<file path="src/rtl/id_ex_stage_pkg.sv">
// id_ex_stage_pkg: shared encodings for the decode-to-execute register.
// Forwarding build option: define ID_EX_FWD_EN.
package id_ex_stage_pkg;

    localparam int CTRL_W = 11;

    localparam int CTRL_REGDST = 10;
    localparam int CTRL_ALUSRC = 9;
    localparam int CTRL_REGWRITE = 8;
    localparam int CTRL_MEM2REG = 7;
    localparam int CTRL_MEMREAD = 6;
    localparam int CTRL_MEMWRITE = 5;
    localparam int CTRL_BRANCH = 4;
    localparam int CTRL_JUMP = 3;
    localparam int CTRL_OP = 0;

    typedef enum logic [1:0] {
        FWD_RF  = 2'b00,
        FWD_MEM = 2'b01,
        FWD_WB  = 2'b10
    } fwd_e;

    typedef enum logic {
        RUN   = 1'b0,
        STALL = 1'b1
    } state_e;

    typedef struct packed {
        logic              valid;
        logic [CTRL_W-1:0] ctrl;
        logic [31:0]       rd1;
        logic [31:0]       rd2;
        logic [31:0]       imm;
        logic [31:0]       pcp4;
        logic [4:0]        wn;
        fwd_e              fwd_a;
        fwd_e              fwd_b;
    } id_ex_t;

endpackage

</file>
<file path="src/rtl/id_ex_stage_if.sv">
// id_ex_stage_if: decode-side inputs and execute-side outputs of the ID/EX register.
// master = decode/execute neighbours, slave = the pipeline register.
interface id_ex_stage_if;
    import id_ex_stage_pkg::*;

    logic              id_valid;
    logic [31:0]       id_ins;
    logic [31:0]       id_rd1;
    logic [31:0]       id_rd2;
    logic [31:0]       id_imm;
    logic [31:0]       id_pcp4;
    logic [CTRL_W-1:0] id_ctrl;

    logic              stall;
    logic              ex_valid;
    logic [31:0]       ex_rd1;
    logic [31:0]       ex_rd2;
    logic [31:0]       ex_imm;
    logic [31:0]       ex_pcp4;
    logic [CTRL_W-1:0] ex_ctrl;
    logic [4:0]        ex_wn;
    logic [1:0]        ex_fwd_a;
    logic [1:0]        ex_fwd_b;

    modport master (
        output id_valid, id_ins, id_rd1, id_rd2,
        output id_imm, id_pcp4, id_ctrl,
        input  stall, ex_valid, ex_rd1, ex_rd2,
        input  ex_imm, ex_pcp4, ex_ctrl, ex_wn,
        input  ex_fwd_a, ex_fwd_b
    );

    modport slave (
        input  id_valid, id_ins, id_rd1, id_rd2,
        input  id_imm, id_pcp4, id_ctrl,
        output stall, ex_valid, ex_rd1, ex_rd2,
        output ex_imm, ex_pcp4, ex_ctrl, ex_wn,
        output ex_fwd_a, ex_fwd_b
    );

endinterface

</file>
<file path="src/rtl/id_ex_stage_hazard.sv">
// id_ex_hazard: source-use, RAW match, stall, bypass and forward-select logic.
// ID_EX_FWD_EN selects load-use-only stalling with EX forwarding.
module id_ex_hazard
    import id_ex_stage_pkg::*;
(
    input  logic       rst_n,
    input  logic       id_valid,
    input  logic [4:0] rs,
    input  logic [4:0] rt,
    input  logic       alusrc,
    input  logic       memwrite,
    input  logic       ex_valid,
    input  logic       ex_regwr,
    input  logic       ex_memrd,
    input  logic [4:0] ex_wn,
    input  logic       mem_valid,
    input  logic       mem_regwr,
    input  logic [4:0] mem_wn,
    input  logic       wb_valid,
    input  logic       wb_regwr,
    input  logic [4:0] wb_wn,
    input  logic       flush,
    output logic       stall,
    output logic       byp_a,
    output logic       byp_b,
    output fwd_e       fwd_a,
    output fwd_e       fwd_b
);

    logic use_a, use_b;
    logic ex_hit_a, ex_hit_b;
    logic mem_hit_a, mem_hit_b;
    logic hazard;

    assign use_a = id_valid && (rs != 5'd0);
    assign use_b = id_valid && (!alusrc || memwrite) && (rt != 5'd0);

    assign ex_hit_a = ex_valid && ex_regwr && (ex_wn == rs);
    assign ex_hit_b = ex_valid && ex_regwr && (ex_wn == rt);
    assign mem_hit_a = mem_valid && mem_regwr && (mem_wn == rs);
    assign mem_hit_b = mem_valid && mem_regwr && (mem_wn == rt);

    // WB writes the regfile this same cycle, so its data is grabbed directly
    assign byp_a = wb_valid && wb_regwr && (wb_wn == rs) && (rs != 5'd0);
    assign byp_b = wb_valid && wb_regwr && (wb_wn == rt) && (rt != 5'd0);

`ifdef ID_EX_FWD_EN
    logic ld_a, ld_b;

    assign ld_a = ex_valid && ex_memrd && (ex_wn == rs);
    assign ld_b = ex_valid && ex_memrd && (ex_wn == rt);
    assign hazard = (use_a && ld_a) || (use_b && ld_b);

    // The producer now in EX sits in MEM when this slot executes
    always_comb begin
        fwd_a = FWD_RF;
        if (use_a && ex_hit_a) fwd_a = FWD_MEM;
        else if (use_a && mem_hit_a) fwd_a = FWD_WB;
    end

    always_comb begin
        fwd_b = FWD_RF;
        if (use_b && ex_hit_b) fwd_b = FWD_MEM;
        else if (use_b && mem_hit_b) fwd_b = FWD_WB;
    end
`else
    logic unused_memrd;

    assign unused_memrd = ex_memrd;
    assign hazard = (use_a && (ex_hit_a || mem_hit_a)) ||
                    (use_b && (ex_hit_b || mem_hit_b));
    assign fwd_a = FWD_RF;
    assign fwd_b = FWD_RF;
`endif

    assign stall = rst_n && !flush && hazard;

endmodule

</file>
<file path="src/rtl/id_ex_stage.sv">
// id_ex_stage: ID/EX pipeline register with hazard stall, bubble and flush.
// Define ID_EX_FWD_EN for load-use-only stalls and registered forward selects.
module id_ex_stage
    import id_ex_stage_pkg::*;
#(
    parameter int STALL_CNT_W = 16
) (
    input  logic                   clk,
    input  logic                   rst_n,
    id_ex_stage_if.slave           pipe,
    input  logic                   mem_valid,
    input  logic                   mem_regwr,
    input  logic [4:0]             mem_wn,
    input  logic                   wb_valid,
    input  logic                   wb_regwr,
    input  logic [4:0]             wb_wn,
    input  logic [31:0]            wb_wd,
    input  logic                   flush,
    output logic [STALL_CNT_W-1:0] stall_cnt
);

    logic [4:0] rs, rt, rd;
    logic       stall, byp_a, byp_b;
    fwd_e       fwd_a, fwd_b;
    id_ex_t     ex_q, ex_d;
    state_e     state;
    logic       unused_ins;

    localparam logic [STALL_CNT_W-1:0] CNT_ONE = {{(STALL_CNT_W-1){1'b0}}, 1'b1};

    assign rs = pipe.id_ins[25:21];
    assign rt = pipe.id_ins[20:16];
    assign rd = pipe.id_ins[15:11];
    assign unused_ins = ^{pipe.id_ins[31:26], pipe.id_ins[10:0]};

    id_ex_hazard u_hazard (
        .rst_n    (rst_n),
        .id_valid (pipe.id_valid),
        .rs       (rs),
        .rt       (rt),
        .alusrc   (pipe.id_ctrl[CTRL_ALUSRC]),
        .memwrite (pipe.id_ctrl[CTRL_MEMWRITE]),
        .ex_valid (ex_q.valid),
        .ex_regwr (ex_q.ctrl[CTRL_REGWRITE]),
        .ex_memrd (ex_q.ctrl[CTRL_MEMREAD]),
        .ex_wn    (ex_q.wn),
        .mem_valid(mem_valid),
        .mem_regwr(mem_regwr),
        .mem_wn   (mem_wn),
        .wb_valid (wb_valid),
        .wb_regwr (wb_regwr),
        .wb_wn    (wb_wn),
        .flush    (flush),
        .stall    (stall),
        .byp_a    (byp_a),
        .byp_b    (byp_b),
        .fwd_a    (fwd_a),
        .fwd_b    (fwd_b)
    );

    // Stall and flush both load an all-zero bubble
    always_comb begin
        ex_d = '0;
        if (!(stall || flush)) begin
            ex_d.valid = pipe.id_valid;
            ex_d.ctrl  = pipe.id_valid ? pipe.id_ctrl : '0;
            ex_d.rd1   = byp_a ? wb_wd : pipe.id_rd1;
            ex_d.rd2   = byp_b ? wb_wd : pipe.id_rd2;
            ex_d.imm   = pipe.id_imm;
            ex_d.pcp4  = pipe.id_pcp4;
            ex_d.wn    = pipe.id_ctrl[CTRL_REGDST] ? rd : rt;
            ex_d.fwd_a = fwd_a;
            ex_d.fwd_b = fwd_b;
        end
    end

    always_ff @(posedge clk) begin
        if (!rst_n) begin
            ex_q      <= '0;
            state     <= RUN;
            stall_cnt <= '0;
        end else begin
            ex_q <= ex_d;
            unique case (state)
                RUN: begin
                    if (stall) begin
                        state <= STALL;
                        if (stall_cnt != '1) stall_cnt <= stall_cnt + CNT_ONE;
                    end
                end
                STALL: begin
                    if (!stall) begin
                        state <= RUN;
                    end else if (stall_cnt != '1) begin
                        stall_cnt <= stall_cnt + CNT_ONE;
                    end
                end
            endcase
        end
    end

    assign pipe.stall    = stall;
    assign pipe.ex_valid = ex_q.valid;
    assign pipe.ex_ctrl  = ex_q.ctrl;
    assign pipe.ex_rd1   = ex_q.rd1;
    assign pipe.ex_rd2   = ex_q.rd2;
    assign pipe.ex_imm   = ex_q.imm;
    assign pipe.ex_pcp4  = ex_q.pcp4;
    assign pipe.ex_wn    = ex_q.wn;
    assign pipe.ex_fwd_a = ex_q.fwd_a;
    assign pipe.ex_fwd_b = ex_q.fwd_b;

endmodule

</file>
<file path="src/flat_wrapper.sv">
// flat-port wrapper written by rule: the top's interface ports become plain ports
module id_ex_stage_flat import id_ex_stage_pkg::*;
#(
    parameter int STALL_CNT_W = 16
)
  (clk, rst_n, mem_valid, mem_regwr, mem_wn, wb_valid, wb_regwr, wb_wn, wb_wd, flush, stall_cnt, pipe_id_valid, pipe_id_ins, pipe_id_rd1, pipe_id_rd2, pipe_id_imm, pipe_id_pcp4, pipe_id_ctrl, pipe_stall, pipe_ex_valid, pipe_ex_rd1, pipe_ex_rd2, pipe_ex_imm, pipe_ex_pcp4, pipe_ex_ctrl, pipe_ex_wn, pipe_ex_fwd_a, pipe_ex_fwd_b);
  id_ex_stage_if pipe_i ();
  input  logic clk;
  input  logic rst_n;
  input  logic mem_valid;
  input  logic mem_regwr;
  input  logic [4:0] mem_wn;
  input  logic wb_valid;
  input  logic wb_regwr;
  input  logic [4:0] wb_wn;
  input  logic [31:0] wb_wd;
  input  logic flush;
  output logic [STALL_CNT_W-1:0] stall_cnt;
  input wire logic [$bits(pipe_i.id_valid)-1:0] pipe_id_valid;
  input wire logic [$bits(pipe_i.id_ins)-1:0] pipe_id_ins;
  input wire logic [$bits(pipe_i.id_rd1)-1:0] pipe_id_rd1;
  input wire logic [$bits(pipe_i.id_rd2)-1:0] pipe_id_rd2;
  input wire logic [$bits(pipe_i.id_imm)-1:0] pipe_id_imm;
  input wire logic [$bits(pipe_i.id_pcp4)-1:0] pipe_id_pcp4;
  input wire logic [$bits(pipe_i.id_ctrl)-1:0] pipe_id_ctrl;
  output wire logic [$bits(pipe_i.stall)-1:0] pipe_stall;
  output wire logic [$bits(pipe_i.ex_valid)-1:0] pipe_ex_valid;
  output wire logic [$bits(pipe_i.ex_rd1)-1:0] pipe_ex_rd1;
  output wire logic [$bits(pipe_i.ex_rd2)-1:0] pipe_ex_rd2;
  output wire logic [$bits(pipe_i.ex_imm)-1:0] pipe_ex_imm;
  output wire logic [$bits(pipe_i.ex_pcp4)-1:0] pipe_ex_pcp4;
  output wire logic [$bits(pipe_i.ex_ctrl)-1:0] pipe_ex_ctrl;
  output wire logic [$bits(pipe_i.ex_wn)-1:0] pipe_ex_wn;
  output wire logic [$bits(pipe_i.ex_fwd_a)-1:0] pipe_ex_fwd_a;
  output wire logic [$bits(pipe_i.ex_fwd_b)-1:0] pipe_ex_fwd_b;
  assign pipe_i.id_valid = pipe_id_valid;
  assign pipe_i.id_ins = pipe_id_ins;
  assign pipe_i.id_rd1 = pipe_id_rd1;
  assign pipe_i.id_rd2 = pipe_id_rd2;
  assign pipe_i.id_imm = pipe_id_imm;
  assign pipe_i.id_pcp4 = pipe_id_pcp4;
  assign pipe_i.id_ctrl = pipe_id_ctrl;
  assign pipe_stall = pipe_i.stall;
  assign pipe_ex_valid = pipe_i.ex_valid;
  assign pipe_ex_rd1 = pipe_i.ex_rd1;
  assign pipe_ex_rd2 = pipe_i.ex_rd2;
  assign pipe_ex_imm = pipe_i.ex_imm;
  assign pipe_ex_pcp4 = pipe_i.ex_pcp4;
  assign pipe_ex_ctrl = pipe_i.ex_ctrl;
  assign pipe_ex_wn = pipe_i.ex_wn;
  assign pipe_ex_fwd_a = pipe_i.ex_fwd_a;
  assign pipe_ex_fwd_b = pipe_i.ex_fwd_b;
  id_ex_stage #(.STALL_CNT_W(STALL_CNT_W)) u_core (.clk(clk), .rst_n(rst_n), .pipe(pipe_i), .mem_valid(mem_valid), .mem_regwr(mem_regwr), .mem_wn(mem_wn), .wb_valid(wb_valid), .wb_regwr(wb_regwr), .wb_wn(wb_wn), .wb_wd(wb_wd), .flush(flush), .stall_cnt(stall_cnt));
endmodule
</file>
<file path="config.mk">
export PLATFORM = sky130hd
export DESIGN_NAME = id_ex_stage_flat
export DESIGN_NICKNAME = d
export VERILOG_FILES = /design/src/rtl/id_ex_stage_pkg.sv /design/src/rtl/id_ex_stage_if.sv /design/src/rtl/id_ex_stage_hazard.sv /design/src/rtl/id_ex_stage.sv /design/src/flat_wrapper.sv
export SDC_FILE = /design/constraint.sdc
export NUM_CORES = 1
export LEC_CHECK = 0
export BUFFER_PORTS_ARGS = -buffer_cell sky130_fd_sc_hd__buf_4
export CAP_MARGIN = 25
export CORE_AREA = 10 10 143 145
export DETAILED_ROUTE_END_ITERATION = 7
export DIE_AREA = 0 0 153 155
export GPL_TIMING_DRIVEN = 1
export PLACE_DENSITY_LB_ADDON = 0.3
export SETUP_SLACK_MARGIN = 0.3
export SLEW_MARGIN = 20
export SYNTH_ARGS = -nofsm -noshare
export SYNTH_HDL_FRONTEND = slang
export SYNTH_HIERARCHICAL = 1
export SYNTH_SLANG_ARGS = --single-unit
</file>
<file path="constraint.sdc">
create_clock -name clk -period 5.4 [get_ports clk]
set_input_delay 1.62 -clock clk [delete_from_list [all_inputs] [get_ports clk]]
set_output_delay 1.62 -clock clk [all_outputs]
set_load 0.01 [all_outputs]
</file>
==> out/metrics.cfg, run 1 <==
[logic_synthesis]
syn_inst = 550
synth_area_leaders = dfxtp_1 (57%), mux2i_1 (12%), and2_1 (7.5%), nor2_1 (5.0%), xor2_1 (2.7%)
yosysMostFrequentCell = dfxtp_1
synth_edf_count = 0
yosysTopAreaCell = dfxtp_1
ys.flop_type = dfxtp_1
yosys_warnings = 6
seq_area_frac_synth_pct = 56.85
yosysUniqueCellTypes = 37
synth_top_area_share_pct = 56.85
synth_common_cells = dfxtp_1 (165), nor2_1 (78), mux2i_1 (72)
postSynthAreaPerCell_um2 = 10.56
postSynth.asyncResetShare_pct = 0
ys_seq_elements = 165
syn_area_um2 = 5811

[cts]
cts.clk_slew.worst_paths_ns = 0.06
cts_resized = 0
cts_tree = done
post_cts_buffers = 0
clk_latency_ns = 0.42
clk_path_buf_depth = 2
cts.sinks = 165
cts_root_buffer = clkbuf_16
postCtsHoldBufs = 0
htreeDepth = 4
cts_buffers = 17

[placement]
placed_cells = 1122
dpl-instance-area_um2 = 8797
dp_hpwl_um = 17060
place_ws_ns = 0.6179
port-buffer-count = 369
place_congestion = 0.8022

[critical_path]
critPathMaxFanout = 9
rr_startpoint = u_core/pipe.ex_wn[3]
regToRegSetupSlack_ns = 2.49
crit_required_ns = 3.78
end_kind = primary output
startpoint_type = input port
r2r-end = u_core/stall_cnt[13]
crit_type = input port to primary output
reg2reg_depth = 9
crit_arrival_ns = 3.19
cp-endpoint = pipe_stall
critPathLaunch = pipe_id_ins[20]

[detailed_routing]
vias_per_cell = 4.493
wl_per_cell_um = 18.32
wl_um = 21140
drc_errors = 0
vias = 5185
drt_iter0_markers = 228
final_antenna_net_count = 0
firstDrtPassIters = 4

[layout]
diodes = 0
area_delta_synth_final_pct = 61.97
drive_gt1_share_pct = 44.65
nets = 1134
final_area_um2 = 9412
finalNonFillerCells = 1154

[timing]
period_share_pct = 89.06
fin_crit_ns = 4.809
setup_ws_ns = 0.5907
report.final.slew_viol_count = 0
setup_tns_ns = 0
rsz0062_at_grt = no
slew_headroom_pct = 55.78
fmax_mhz = 207.9
setup_viol = 0
max_slew.worst_pin.slew_ns = 0.6572
finalClockSkew_ns = 0.008953
hold_viol = 0

[global_route]
grt_max_degree = 81
grt_antenna_before_repair = 0
grt_pass1_wl_um = 31820
first_global_vias = 5422
grt.total_usage_pct = 17.01
grt-ovfl-total = 0

[floorplan]
dieArea_um2 = 23720
rows = 49
core_um2 = 17660
die_w_um = 153
fp.dieH_um = 155
ios = 387
initial_utilization_pct = 32.91

[run]
drv_cap = 0

[status]
status = completed

[power_and_ir_drop]
ir_drop_v = 0.0002018
p_leak_nw = 4.311
cellPowerDensity_nw_per_um2 = 301.7

[worst_hold_path]
hold_class = register to register

[worst min path at each step]
stage / startpoint / endpoint / slack, ns / depth (start not counted)
final: u_core/stall_cnt[11] / u_core/stall_cnt[11] / 0.52 / 2
after global routing: u_core/stall_cnt[11] / u_core/stall_cnt[11] / 0.57 / 2
after CTS: u_core/stall_cnt[11] / u_core/stall_cnt[11] / 0.52 / 2
after detailed placement: u_core/stall_cnt[11] / u_core/stall_cnt[11] / 0.50 / 2
after global placement: u_core/stall_cnt[11] / u_core/stall_cnt[11] / 0.50 / 2
after floorplan: u_core/stall_cnt[6] / u_core/stall_cnt[6] / 0.52 / 1
[stage by stage]
step | hold slack, ns | power, mW | util, %
after floorplan | 0.5151 | 1.407 | -
after global placement | 0.5034 | 1.619 | 49.82
after detailed placement | 0.5014 | 1.624 | 49.82
after CTS | 0.5178 | 2.885 | 53.30
after global routing | 0.5706 | 2.952 | 53.30
final | 0.5207 | 2.840 | 53.30
[cells in the final DEF (no fill, tap or decap), types with 5 or more instances in the layout]
cell type | Yosys | routed
buf_4 | 4 | 372
dfxtp_1 | 165 | 165
nor2_1 | 78 | 78
mux2i_1 | 72 | 72
and2_1 | 70 | 70
xor2_1 | 18 | 18
clkbuf_16 | 0 | 17
xnor2_1 | 16 | 16
and3_1 | 11 | 11
nand4_1 | 11 | 11
nand2_1 | 9 | 9
nand3_1 | 8 | 8
a21oi_1 | 8 | 8
o21ai_0 | 5 | 5
or4_1 | 5 | 5
[cell families (layout without fill, tap and decap cells)]
logic type               after synthesis  count (layout)  share of synthesized area, %
AO/OA/AOI/OAI                         25              25                         2.907
XOR/XNOR                              34              34                         5.125
adder cells (fa/ha/maj)                1               1                        0.2153
buffers and inverters                 37             409                         2.670
flip-flops                           165             165                         56.85
multiplexers                          72              72                         12.40
other                                  1               4                       0.06454
AND/OR/NAND/NOR                      215             215                         19.77
[sequential cells by signal (all words and copies together) (netlist names)]
| register | count |
|---|---|
| u_core/pipe.ex_ctrl | 11 |
| u_core/pipe.ex_fwd_b | 2 |
| u_core/pipe.ex_fwd_a | 2 |
| u_core/pipe.ex_wn | 5 |
| u_core/pipe.ex_rd2 | 32 |
| u_core/stall_cnt | 16 |
| u_core/pipe.ex_rd1 | 32 |
| u_core/pipe.ex_valid | 1 |
| u_core/pipe.ex_imm | 32 |
| u_core/pipe.ex_pcp4 | 32 |
[worst max-delay path: stages]
cell      delay, ns
buf_4          0.14
xor2_1         0.16
nor4_1         0.33
nand4_1        0.17
a221oi_2       0.23
o21a_1         0.34
buf_4          0.19
[routing by layer]
| layer | track usage, % | wire length [µm] | vias up |
|---|---|---|---|
| li1 | - | - | 2558 |
| met1 | 17.28 | 7717 | 2344 |
| met2 | 29.87 | 10680 | 264 |
| met3 | 8.602 | 2435 | 19 |
| met4 | 5.450 | 301 | 0 |
| met5 | 0 | 0 | - |
[final cells by class]
| class | count | area [µm²] |
|---|---|---|
| clock buffer | 17 | 425.4 |
| clock inverter | 15 | 188.9 |
| fill | 1669 | 8245 |
| inverter | 4 | 15.01 |
| tap | 229 | 286.5 |
| multi-input combinational | 351 | 2380 |
| timing repair buffer | 373 | 2813 |
| sequential | 165 | 3303 |
[power breakdown]
group	leakage, nW	switching, mW	internal [mW]
Combinational	2.67	0.127	0.189
Sequential	1.35	0.0142	1.26
Clock	0.292	0.545	0.704
Total	4.31	0.686	2.15
No activity file was read; power rests on OpenSTA's default activity.
==> run 2: changes to the inputs <==
- BUFFER_PORTS_ARGS: -buffer_cell sky130_fd_sc_hd__buf_4 -> -buffer_cell sky130_fd_sc_hd__buf_2
==> run 2 against run 1 <==
Compared with the run above:
- routed wire length down 4.4%
- critical path depth unchanged
- cell count about the same
- utilization down 5.3 points
- sequential cell count unchanged
- via count down 0.58%
- clock power down 5%
- largest cell class unchanged
- largest power group unchanged
- highest routed layer unchanged
==> out/metrics.cfg, run 2 (synthesized netlist as in run 1, its figures left out) <==
[layout]
final_common_cell = buf_2
drive_gt1_share_pct = 44.71
nets = 1135
diodes = 0
area_delta_synth_final_pct = 45.87
most-common-layout-cells = buf_2 (369), dfxtp_1 (165), nor2_1 (78), mux2i_1 (72), and2_1 (70)
fill_cells = 1743
final_util_pct = 48.00

[timing]
setup_viol = 0
max_slew.worst_pin.slew_ns = 0.6895
holdWs_ns = 0.5249
report.final.slew_viol_count = 0
rsz0062_at_grt = no
setup_tns_ns = 0
fin_crit_ns = 4.595
finalClockSkew_ns = 0.008303
hold_viol = 0
fmax_mhz = 217.6
period_share_pct = 85.09
slew_headroom_pct = 53.61

[floorplan]
rows = 49
die_w_um = 153
core_um2 = 17660
ios = 387
initial_utilization_pct = 32.91
fp.dieH_um = 155
dieArea_um2 = 23720

[critical_path]
crit_arrival_ns = 2.97
rr_startpoint = u_core/pipe.ex_wn[0]
regToRegSetupSlack_ns = 2.58
end_kind = primary output
critPathLaunch = pipe_id_ins[20]
critPathMaxFanout = 5
r2r-end = u_core/stall_cnt[13]
reg2reg_depth = 10
cp-endpoint = pipe_stall
startpoint_type = input port
crit_type = input port to primary output
crit_required_ns = 3.78

[global_route]
grt-ovfl-total = 0
grt.total_usage_pct = 16.22
grt_max_degree = 81
grt_antenna_before_repair = 2
grt_pass1_wl_um = 30410
first_global_vias = 5313

[cts]
clk_latency_ns = 0.42
clk_path_buf_depth = 2
postCtsHoldBufs = 0
post_cts_buffers = 0
cts_tree = done
cts.sinks = 165
cts.clk_slew.worst_paths_ns = 0.07
htreeDepth = 4
cts_root_buffer = clkbuf_16
cts_buffers = 17
cts_resized = 0

[detailed_routing]
wl_um = 20210
drc_errors = 0
vias_per_cell = 4.463
firstDrtPassIters = 4
drt_iter0_markers = 174
wl_per_cell_um = 17.50
vias = 5155
final_antenna_net_count = 0

[status]
status = completed

[placement]
dp_hpwl_um = 16230
place_congestion = 0.8238
port-buffer-count = 369

[power_and_ir_drop]
p_leak_nw = 4.118
cellPowerDensity_nw_per_um2 = 319.7
ir_drop_v = 0.0001947

[run]
drv_cap = 0

[worst_hold_path]
holdPathStages = 2
hold_class = register to register

[run 2: power breakdown]
part	switching, mW	internal, mW	leakage, nW
Clock	0.567	0.621	0.283
Combinational	0.125	0.125	2.48
Sequential	0.0120	1.26	1.35
[run 2: layout make-up]
type,instances,area (µm²),area share (%)
sequential,165,3303,38.97
multi-input combinational,351,2380,28.08
timing repair buffer,374,1897,22.38
clock buffer,17,425.4,5.019
tap,229,286.5,3.381
clock inverter,15,168.9,1.993
inverter,4,15.01,0.1771
[run 2: worst min path at each step]
stage,start,endpoint,slack (ns)
after floorplan,u_core/stall_cnt[6],u_core/stall_cnt[6],0.52
after global placement,u_core/stall_cnt[11],u_core/stall_cnt[11],0.50
after detailed placement,u_core/stall_cnt[11],u_core/stall_cnt[11],0.52
after CTS,u_core/stall_cnt[11],u_core/stall_cnt[11],0.53
after global routing,u_core/stall_cnt[11],u_core/stall_cnt[11],0.54
final,u_core/stall_cnt[11],u_core/stall_cnt[11],0.52
[run 2: metrics by stage]
step | instance area [µm²] | setup WS [ns] | total power, mW | std cells
finish | 8476 | 0.8053 | 2.709 | 1155
floorplan | 5822 | 1.108 | 1.407 | 553
global route | 8476 | 0.6713 | 2.831 | 1155
CTS | 8476 | 0.8107 | 2.756 | 1155
global placement | 7881 | 0.8065 | 1.551 | 1123
detailed placement | 7881 | 0.8127 | 1.555 | 1123
[run 2: layer usage]
metal / vias up / track usage [%] / wire [µm]
li1: 2570 / - / -
met1: 2311 / 16.74 / 7725
met2: 258 / 28.61 / 10140
met3: 16 / 7.747 / 2146
met4: 0 / 4.905 / 200
met5: - / 0 / 0
[run 2: critical path: stages]
cell	delay (ns)
buf_2	0.14
xor2_1	0.16
nor4_1	0.32
nand4_1	0.18
a221oi_2	0.24
o21a_1	0.17
buf_2	0.14
